==> src/rtl/mc_ctrl.sv <==
// -----------------------------------------------------------------------------
// mc_ctrl -- multicycle RV32I control unit.
//
// Sequences each instruction over several cycles so one ALU and one memory
// port can be shared. The FSM state drives the datapath mux selects and write
// enables (Moore decode), with a mem_req/mem_ready handshake on the memory
// port, an optional memory-wait timeout, illegal-opcode trapping and a
// retired-instruction counter.
//
// Parameters
//   CSR_EN          1 = csrrw (1110011) supported, 0 = csrrw traps as illegal
//   HALT_ON_ILLEGAL 1 = TRAP is terminal until reset, 0 = TRAP -> FETCH
//   MEM_TIMEOUT     max wait cycles for mem_ready (0 = no timeout)
//   CNT_W           width of instret (at least 2)
//
// Ports
//   clk, rst_n      clock (rising edge), asynchronous active-low reset
//   opcode          instr[6:0], only looked at in DECODE
//   Btaken          branch comparator result
//   mem_ready       memory completes the current request this cycle
//   mem_req         memory request valid
//   MemWrite        request is a write
//   AdrSrc          address select: 0 = PC, 1 = ALUOut
//   IRWrite         load IR and oldPC
//   PCWrite         PC enable (branch condition already folded in)
//   RegWrite        register file write enable
//   ResultSrc       00 ALUOut, 01 Data, 10 ALUResult, 11 CSR rdata
//   ALUSrc_A        00 PC, 01 oldPC, 10 rs1, 11 zero
//   ALUSrc_B        00 rs2, 01 imm, 10 const 4
//   ImmSrc          000 I, 001 S, 010 B, 011 J, 100 U
//   ALUop           00 add, 01 sub/compare, 10 funct decode
//   Branch          branch state active
//   Csr             CSR access
//   illegal         one-cycle pulse on entering TRAP for a bad opcode
//   bus_err         one-cycle pulse on entering TRAP for a memory timeout
//   instret         retired-instruction count (wraps)
// -----------------------------------------------------------------------------
module mc_ctrl #(
    parameter int CSR_EN          = 1,
    parameter int HALT_ON_ILLEGAL = 1,
    parameter int MEM_TIMEOUT     = 0,
    parameter int CNT_W           = 32
) (
    input  logic             clk,
    input  logic             rst_n,
    input  logic [6:0]       opcode,
    input  logic             Btaken,
    input  logic             mem_ready,
    output logic             mem_req,
    output logic             MemWrite,
    output logic             AdrSrc,
    output logic             IRWrite,
    output logic             PCWrite,
    output logic             RegWrite,
    output logic [1:0]       ResultSrc,
    output logic [1:0]       ALUSrc_A,
    output logic [1:0]       ALUSrc_B,
    output logic [2:0]       ImmSrc,
    output logic [1:0]       ALUop,
    output logic             Branch,
    output logic             Csr,
    output logic             illegal,
    output logic             bus_err,
    output logic [CNT_W-1:0] instret
);

    localparam logic [6:0] OP_LOAD   = 7'b0000011;
    localparam logic [6:0] OP_STORE  = 7'b0100011;
    localparam logic [6:0] OP_RTYPE  = 7'b0110011;
    localparam logic [6:0] OP_IALU   = 7'b0010011;
    localparam logic [6:0] OP_BRANCH = 7'b1100011;
    localparam logic [6:0] OP_JAL    = 7'b1101111;
    localparam logic [6:0] OP_JALR   = 7'b1100111;
    localparam logic [6:0] OP_LUI    = 7'b0110111;
    localparam logic [6:0] OP_AUIPC  = 7'b0010111;
    localparam logic [6:0] OP_CSR    = 7'b1110011;

    // Counter just wide enough to hold MEM_TIMEOUT.
    localparam int WAIT_W = (MEM_TIMEOUT > 32'sd1) ? $clog2(MEM_TIMEOUT + 32'sd1) : 1;
    localparam bit TIMEOUT_ON = (MEM_TIMEOUT > 32'sd0);

    typedef enum logic [4:0] {
        S_FETCH  = 5'd0,
        S_DECODE = 5'd1,
        S_MEMADR = 5'd2,
        S_MEMRD  = 5'd3,
        S_MEMWB  = 5'd4,
        S_MEMWR  = 5'd5,
        S_EXECR  = 5'd6,
        S_EXECI  = 5'd7,
        S_ALUWB  = 5'd8,
        S_BRANCH = 5'd9,
        S_JAL    = 5'd10,
        S_JALR1  = 5'd11,
        S_JALR2  = 5'd12,
        S_LUI    = 5'd13,
        S_AUIPC  = 5'd14,
        S_CSR    = 5'd15,
        S_TRAP   = 5'd16
    } state_e;

    state_e             state_r;
    state_e             state_nxt_s;
    logic [WAIT_W-1:0]  wait_cnt_r;
    logic [WAIT_W-1:0]  wait_inc_s;
    logic               wait_state_s;
    logic               timeout_s;
    logic               retire_s;
    logic               ir_write_s;
    logic               pc_write_s;
    logic               illegal_r;
    logic               bus_err_r;
    logic [CNT_W-1:0]   instret_r;

    // Timeout fires on the wait cycle that would bring the count to MEM_TIMEOUT;
    // a mem_ready in that same cycle takes precedence.
    assign wait_state_s = (state_r == S_FETCH) || (state_r == S_MEMRD) || (state_r == S_MEMWR);
    assign wait_inc_s   = wait_cnt_r + WAIT_W'(1'b1);
    assign timeout_s    = TIMEOUT_ON && wait_state_s && !mem_ready &&
                          (32'(wait_inc_s) >= 32'(MEM_TIMEOUT));

    // Retirement is any entry into FETCH except recovery from TRAP.
    assign retire_s = (state_nxt_s == S_FETCH) && (state_r != S_FETCH) && (state_r != S_TRAP);

    // The FETCH enables are forced low while reset is held so nothing is
    // written into PC/IR during an abort.
    assign IRWrite = ir_write_s & rst_n;
    assign PCWrite = pc_write_s & rst_n;
    assign illegal = illegal_r;
    assign bus_err = bus_err_r;
    assign instret = instret_r;

    // State register
    always_ff @(posedge clk or negedge rst_n) begin
        if (!rst_n) begin
            state_r <= S_FETCH;
        end else begin
            state_r <= state_nxt_s;
        end
    end

    // Memory wait counter: restarts on every state change, counts stalled cycles
    always_ff @(posedge clk or negedge rst_n) begin
        if (!rst_n) begin
            wait_cnt_r <= '0;
        end else if (state_nxt_s != state_r) begin
            wait_cnt_r <= '0;
        end else if (wait_state_s && !mem_ready) begin
            wait_cnt_r <= wait_inc_s;
        end else begin
            wait_cnt_r <= wait_cnt_r;
        end
    end

    // Trap cause pulses, high only in the first TRAP cycle
    always_ff @(posedge clk or negedge rst_n) begin
        if (!rst_n) begin
            illegal_r <= 1'b0;
            bus_err_r <= 1'b0;
        end else begin
            illegal_r <= (state_r == S_DECODE) && (state_nxt_s == S_TRAP);
            bus_err_r <= timeout_s && (state_nxt_s == S_TRAP);
        end
    end

    // Retired-instruction counter (wraps naturally)
    always_ff @(posedge clk or negedge rst_n) begin
        if (!rst_n) begin
            instret_r <= '0;
        end else if (retire_s) begin
            instret_r <= instret_r + CNT_W'(1'b1);
        end else begin
            instret_r <= instret_r;
        end
    end

    // Next-state logic and Moore control decode
    always_comb begin
        state_nxt_s = state_r;
        mem_req     = 1'b0;
        MemWrite    = 1'b0;
        AdrSrc      = 1'b0;
        ir_write_s  = 1'b0;
        pc_write_s  = 1'b0;
        RegWrite    = 1'b0;
        ResultSrc   = 2'b00;
        ALUSrc_A    = 2'b00;
        ALUSrc_B    = 2'b00;
        ImmSrc      = 3'b000;
        ALUop       = 2'b00;
        Branch      = 1'b0;
        Csr         = 1'b0;

        case (state_r)
            S_FETCH: begin
                // PC + 4 on the ALU while the instruction is read at PC.
                mem_req   = 1'b1;
                ALUSrc_B  = 2'b10;
                ResultSrc = 2'b10;
                if (mem_ready) begin
                    ir_write_s  = 1'b1;
                    pc_write_s  = 1'b1;
                    state_nxt_s = S_DECODE;
                end else if (timeout_s) begin
                    state_nxt_s = S_TRAP;
                end else begin
                    state_nxt_s = S_FETCH;
                end
            end

            S_DECODE: begin
                // oldPC + imm precomputes the branch/jal target into ALUOut.
                ALUSrc_A = 2'b01;
                ALUSrc_B = 2'b01;
                if (opcode == OP_JAL) begin
                    ImmSrc = 3'b011;
                end else begin
                    ImmSrc = 3'b010;
                end
                case (opcode)
                    OP_LOAD, OP_STORE: state_nxt_s = S_MEMADR;
                    OP_RTYPE:          state_nxt_s = S_EXECR;
                    OP_IALU:           state_nxt_s = S_EXECI;
                    OP_BRANCH:         state_nxt_s = S_BRANCH;
                    OP_JAL:            state_nxt_s = S_JAL;
                    OP_JALR:           state_nxt_s = S_JALR1;
                    OP_LUI:            state_nxt_s = S_LUI;
                    OP_AUIPC:          state_nxt_s = S_AUIPC;
                    OP_CSR: begin
                        if (CSR_EN != 0) begin
                            state_nxt_s = S_CSR;
                        end else begin
                            state_nxt_s = S_TRAP;
                        end
                    end
                    default:           state_nxt_s = S_TRAP;
                endcase
            end

            S_MEMADR: begin
                // opcode is still held in the IR, so it picks load vs store here.
                ALUSrc_A = 2'b10;
                ALUSrc_B = 2'b01;
                if (opcode == OP_STORE) begin
                    ImmSrc      = 3'b001;
                    state_nxt_s = S_MEMWR;
                end else begin
                    ImmSrc      = 3'b000;
                    state_nxt_s = S_MEMRD;
                end
            end

            S_MEMRD: begin
                mem_req = 1'b1;
                AdrSrc  = 1'b1;
                if (mem_ready) begin
                    state_nxt_s = S_MEMWB;
                end else if (timeout_s) begin
                    state_nxt_s = S_TRAP;
                end else begin
                    state_nxt_s = S_MEMRD;
                end
            end

            S_MEMWB: begin
                RegWrite    = 1'b1;
                ResultSrc   = 2'b01;
                state_nxt_s = S_FETCH;
            end

            S_MEMWR: begin
                mem_req  = 1'b1;
                MemWrite = 1'b1;
                AdrSrc   = 1'b1;
                if (mem_ready) begin
                    state_nxt_s = S_FETCH;
                end else if (timeout_s) begin
                    state_nxt_s = S_TRAP;
                end else begin
                    state_nxt_s = S_MEMWR;
                end
            end

            S_EXECR: begin
                ALUSrc_A    = 2'b10;
                ALUSrc_B    = 2'b00;
                ALUop       = 2'b10;
                state_nxt_s = S_ALUWB;
            end

            S_EXECI: begin
                ALUSrc_A    = 2'b10;
                ALUSrc_B    = 2'b01;
                ImmSrc      = 3'b000;
                ALUop       = 2'b10;
                state_nxt_s = S_ALUWB;
            end

            S_ALUWB: begin
                RegWrite    = 1'b1;
                ResultSrc   = 2'b00;
                state_nxt_s = S_FETCH;
            end

            S_BRANCH: begin
                // Target already sits in ALUOut from DECODE.
                Branch      = 1'b1;
                ALUSrc_A    = 2'b10;
                ALUSrc_B    = 2'b00;
                ALUop       = 2'b01;
                ResultSrc   = 2'b00;
                pc_write_s  = Btaken;
                state_nxt_s = S_FETCH;
            end

            S_JAL: begin
                // PC <- ALUOut (target) while the ALU forms oldPC + 4 for rd.
                pc_write_s  = 1'b1;
                ResultSrc   = 2'b00;
                ALUSrc_A    = 2'b01;
                ALUSrc_B    = 2'b10;
                state_nxt_s = S_ALUWB;
            end

            S_JALR1: begin
                ALUSrc_A    = 2'b10;
                ALUSrc_B    = 2'b01;
                ImmSrc      = 3'b000;
                state_nxt_s = S_JALR2;
            end

            S_JALR2: begin
                pc_write_s  = 1'b1;
                ResultSrc   = 2'b00;
                ALUSrc_A    = 2'b01;
                ALUSrc_B    = 2'b10;
                state_nxt_s = S_ALUWB;
            end

            S_LUI: begin
                ALUSrc_A    = 2'b11;
                ALUSrc_B    = 2'b01;
                ImmSrc      = 3'b100;
                state_nxt_s = S_ALUWB;
            end

            S_AUIPC: begin
                ALUSrc_A    = 2'b01;
                ALUSrc_B    = 2'b01;
                ImmSrc      = 3'b100;
                state_nxt_s = S_ALUWB;
            end

            S_CSR: begin
                Csr         = 1'b1;
                RegWrite    = 1'b1;
                ResultSrc   = 2'b11;
                state_nxt_s = S_FETCH;
            end

            S_TRAP: begin
                if (HALT_ON_ILLEGAL != 0) begin
                    state_nxt_s = S_TRAP;
                end else begin
                    state_nxt_s = S_FETCH;
                end
            end

            default: begin
                state_nxt_s = S_FETCH;
            end
        endcase
    end

endmodule
==> config.mk <==
export PLATFORM = sky130hd
export DESIGN_NAME = mc_ctrl
export DESIGN_NICKNAME = d
export VERILOG_FILES = /design/src/rtl/mc_ctrl.sv
export SDC_FILE = /design/constraint.sdc
export NUM_CORES = 1
export LEC_CHECK = 0
export CORE_ASPECT_RATIO = 2
export CORE_UTILIZATION = 25
export CTS_BUF_LIST = sky130_fd_sc_hd__clkbuf_8
export DETAILED_ROUTE_END_ITERATION = 6
export GPL_TIMING_DRIVEN = 0
export PLACE_DENSITY_LB_ADDON = 0.25
export SLEW_MARGIN = 20
export SYNTH_ARGS = -nofsm -noshare
export SYNTH_HDL_FRONTEND = slang
export SYNTH_SLANG_ARGS = --single-unit
==> constraint.sdc <==
create_clock -name clk -period 7.3 [get_ports clk]
set_clock_uncertainty 0.15 [all_clocks]
set_input_delay 1.46 -clock clk [delete_from_list [all_inputs] [get_ports clk]]
set_output_delay 1.46 -clock clk [all_outputs]
set_load 0.005 [all_outputs]
[Word-level counts from Yosys, hierarchy flattened]
Cells that the tools add are included.
Cells by class
  $add $sub $neg: 1
  $mul: 0
  divide/modulo/power cells: 0
  $lt $le $gt $ge: 0
  eq/ne operators: 28
  shifts and indexed selects: 0
  multiplexer cells: 22
  bitwise logic cells: 2
  reduce and logical (&&, ||, !) cells: 18
Operators by type and width (count)
  $pmux W5 S9: 1
  $eq A5 B4 Y1 const B: 8
  $pmux W5 S8: 1
  $add A32 B1 Y32 const B: 1
  $eq A7 B7 Y1 const B: 4
  $eq A7 B6 Y1 const B: 3
  $eq A5 B3 Y1 const B: 4
  $eq A7 B5 Y1 const B: 2
  $pmux W2 S3: 2
  $reduce_or A6 Y1: 2
  $mux W1: 11
  $eq A5 B2 Y1 const B: 2
  $eq A5 B5 Y1 const B: 2
  $logic_not A5 Y1: 2
  $reduce_or A2 Y1: 5
  $mux W3: 3
  $pmux W3 S3: 1
  $reduce_or A3 Y1: 3
  $pmux W2 S2: 2
  $eq A7 B2 Y1 const B: 1
  $eq A5 B1 Y1 const B: 1
  $ne A5 B5 Y1 const B: 1
  $reduce_bool A5 Y1: 1
  $reduce_or A5 Y1: 1
  other kinds (4): 7
Storage, ports and cells
  bits in registers: 38
  bits in latches: 0
  memory bits (writable): 0
  bits in read-only memories: 0
  input bits: 11
  output and inout port bits: 53
  logic and storage cells: 74
  memories: 0

[Depth between registers and ports, before layout]
  depth after elaboration: 7
  depth in mapped cells: 8
  mapped depth without buffers: 6

[Worst setup path before layout]
OpenSTA, ideal clock, no wires.
  path type: input port to output port
  start point: input port opcode[3]
  end point: output port ImmSrc[0]
  arrival time: 2.540 ns
  path slack: 3.150 ns
  stages on the path: 3
  buffers on the path: 0
  path through: or4_4 or4b_1 o21ai_0
Between the ends
  longest elaborated chain between the ends: 3
  elaborated cells on any way between the ends: 5
  those cells by class: 2 x eq/ne; 3 x mux
RTL lines
  from (decl): line 46  | input logic [6:0] opcode,
  $eq A7 B6 Y1 or $eq A7 B7 Y1 (tied branches): line 244, 215
  $mux W1 (on tied branches): line 244, 215
  $pmux W3 S3 (*): line 194  | case (state_r)
  to (decl): line 58  | output logic [2:0] ImmSrc,
Mark *: on every way between the ends. The rest lies on a longest branch, timed or not.

[Worst setup path after layout]
Ends and elaborated chain as after synthesis.

==> key figures <==
Clock network
  – Clk buf depth: 2
  – CTS tree: yes
  – Hold_buf cts: 0
  – Postcts setup bufs: 0
  – CTS sink cnt: 38
  – Post-cts resize count: 0
  – Root buffer selected by CTS: clkbuf_8
  – Worst-path clk slew: 0.07 ns
  – CTS buffer count: 5
  – H-tree Lvls: 2
  – Clk Latency, worst-skew pair: 0.29 ns

Synth
  – Cell count after synthesis: 274
  – Largest family of logic cells by synthesized area: simple AND/OR/NAND/NOR gates
  – Yosys top cell by area: dfrtp_1
  – Post-synthesis compound-gate area fraction: 10.1%
  – Unique masters post-synth: 46
  – Ys Warns: 0
  – Synth async-reset ratio: 100%
  – Yosys top cell area share: 39.7%
  – Yosys reg bits: 38
  – Number of synthesized flops with an enable pin: 0
  – Post-synthesis sequential area ratio: 39.7%
  – Syn nets: 286
  – Xor-xnor portion of the synthesized cell area: 12.4%
  – Multiplexer share of the synthesized area: 0%
  – Count leader, synth: dfrtp_1
  – Area contributors post-synth: dfrtp_1 40%, xnor2_1 8.8%, nand2_1 4.7%
  – Top FF cell, synth: dfrtp_1
  – Post-synthesis simple-gate area fraction: 31.3%
  – Post-Synth Adder-Cell Area: 0.522%
  – Mapped Area: 0.00239 sq mm
  – Synth top cells by count: 38 x dfrtp_1, 30 x nand2_1, 24 x xnor2_1
  – Post-Syn Area per Cell: 8.74 sq um

Placed design
  – Placed cells: 440
  – Hpwl dp: 5400 microns
  – DP Area: 0.00315 sq mm
  – Gpl congestion: 0.823
  – Buffers added on ports: 61

Final layout
  – Nets@finish: 355
  – Filler cells: 969
  – Layout cell share with drive strength beyond 1: 6.41%
  – Antenna cells: 0
  – Layout Cells excl Fill: 447
  – Post-route cell area: 0.00326 sq mm
  – Area grow syn2layout: 36.3%

Floorplanning
  – DIE AREA: 0.0100 sq mm
  – Die height: 140 microns
  – Die width: 71.2 microns
  – Ports: 64
  – Cell Rows: 50
  – Starting density of the core: 25.7%
  – Core area: 0.00932 sq mm

Min path
  – Hold EP: instret[31]
  – Min-delay src: instret[31]
  – Hold Crit Depth: 1
  – HP Class: flop to flop

STA
  – Achievable frequency: 186 MHz
  – Fin Hold WS: 0.327 ns
  – Min Tclk post-route: 5.38 ns
  – Tcrit/Tclk final: 73.7%
  – Final slew viol count: 0
  – Final Hold Fails: 0
  – RSZ-0062 raised after global routing: false
  – Max-slew headroom: 50.2%
  – Sum of negative setup slack: 0 ns
  – Worst Tran Pin Value: 0.741 ns
  – Final setup fails: 0

Global routing
  – Initial antenna violation count: 0
  – GRT Util Overall: 14.3%
  – Vias in the first global route: 2210
  – Largest net degree at the start of global routing: 29
  – First-pass GRT wire length: 11400 microns
  – Grt ovf: 0

Worst setup path
  – Reg2reg end: instret[30]
  – Critical path fanouts, max: 7
  – CP required: 5.69 ns
  – CP arrival: 3.77 ns
  – CP endpoint kind: primary output
  – Number of cells on the worst reg-to-reg path: 8
  – Critical R2R Launch: state_r[0]
  – R2R setup slack: 4.71 ns
  – Startpoint class of the critical path: input pin
  – CP Class: input pin to primary output

Route
  – Vias: 2286
  – Total wire length: 7010 microns
  – Via/cell ratio: 5.11
  – Iter 0 DRT Violations: 64
  – DRC: 6
  – Pre-antenna DRT Iters: 6
  – WL per Instance: 15.7 microns
  – Post-DRT Antenna Nets: 0

Pwr
  – Pwr Total: 730 uW
  – Pwr Density: 224 mW/mm^2
  – Maximum vdd drop: 0.0951 mV
  – Leakage power: 0.00131 uW

Status
  – Violations in the final reports: DRC
  – Status: complete, but fails checks

Flow run
  – Max cap viols: 0
## stage by stage
stage,setup WS (ns),util [%]
CTS,1.89,35.0
finish,1.92,35.0
global placement,1.34,33.6
floorplan,3.15,-
global route,1.88,35.0
detailed placement,1.89,33.8
## cell type report
type	instances	area (sq um)	area share [%]
buffer	20	115	3.53
inverter	6	22.5	0.690
multi-input combinational	210	1310	40.0
clock inverter	1	30.0	0.920
clock buffer	6	82.6	2.53
tap	104	130	3.99
sequential	38	951	29.1
timing repair buffer	62	626	19.2
## logic make-up (layout without fill, tap and decap cells)
kind of cell | after synthesis | count (layout)
simple gates | 136 | 136
compound gates | 38 | 38
flops | 38 | 38
xor+xnor | 34 | 34
buf+inv | 26 | 95
fa+ha+maj | 1 | 1
other cells | 1 | 1
## power by group
part / total (uW) / internal [uW] / leakage (uW) / switching [uW]
Clock: 183 / 109 / 0.0000573 / 74.1
Combinational: 284 / 138 / 0.000750 / 146
Sequential: 262 / 233 / 0.000507 / 28.7
## per-layer routing
| metal | global-route usage [%] | wire (microns) | part of all wire (%) |
|---|---|---|---|
| met5 | 0 | 0 | 0 |
| met1 | 14.8 | 2620 | 37 |
| met2 | 28.1 | 3990 | 57 |
| met4 | 5.58 | 190 | 2.7 |
| met3 | 1.94 | 214 | 3.1 |
## how the worst max path moves through the flow
stage	startpoint	endpoint	slack, ns	cells after the start
after detailed placement	opcode[3]	ImmSrc[0]	1.89	5
after CTS	opcode[3]	ImmSrc[0]	1.89	5
after global routing	opcode[3]	ImmSrc[0]	1.88	5
after floorplan	opcode[3]	ImmSrc[0]	3.15	3
final	opcode[3]	ImmSrc[0]	1.92	5
after global placement	rst_n	PCWrite	1.34	5
## cells in the final DEF, fill, tap and decap left out, drive strengths merged, types with 3 or more instances in the layout
cell,instances
a211oi,3
a21oi,10
and3,12
buf,12
clkbuf,16
clkdlybuf4s50,60
dfrtp,38
inv,6
nand2,30
nand2b,4
nand3,19
nand4,15
nor2,16
nor2b,3
nor3,9
nor3b,3
nor4,11
nor4b,3
o21ai,10
or4,4
xnor2,24
xor2,10
## worst max-delay path, cell delays in order
cell             delay [ns]
clkdlybuf4s50_1        0.54
or4_4                  0.57
or4b_1                 0.52
o21ai_0                0.13
clkdlybuf4s50_1        0.55
## registers in the layout, indices dropped and copies added (netlist names)
| register | count |
|---|---|
| state_r | 5 |
| illegal | 1 |
| instret | 32 |
Power figures use the tool's default switching activity.
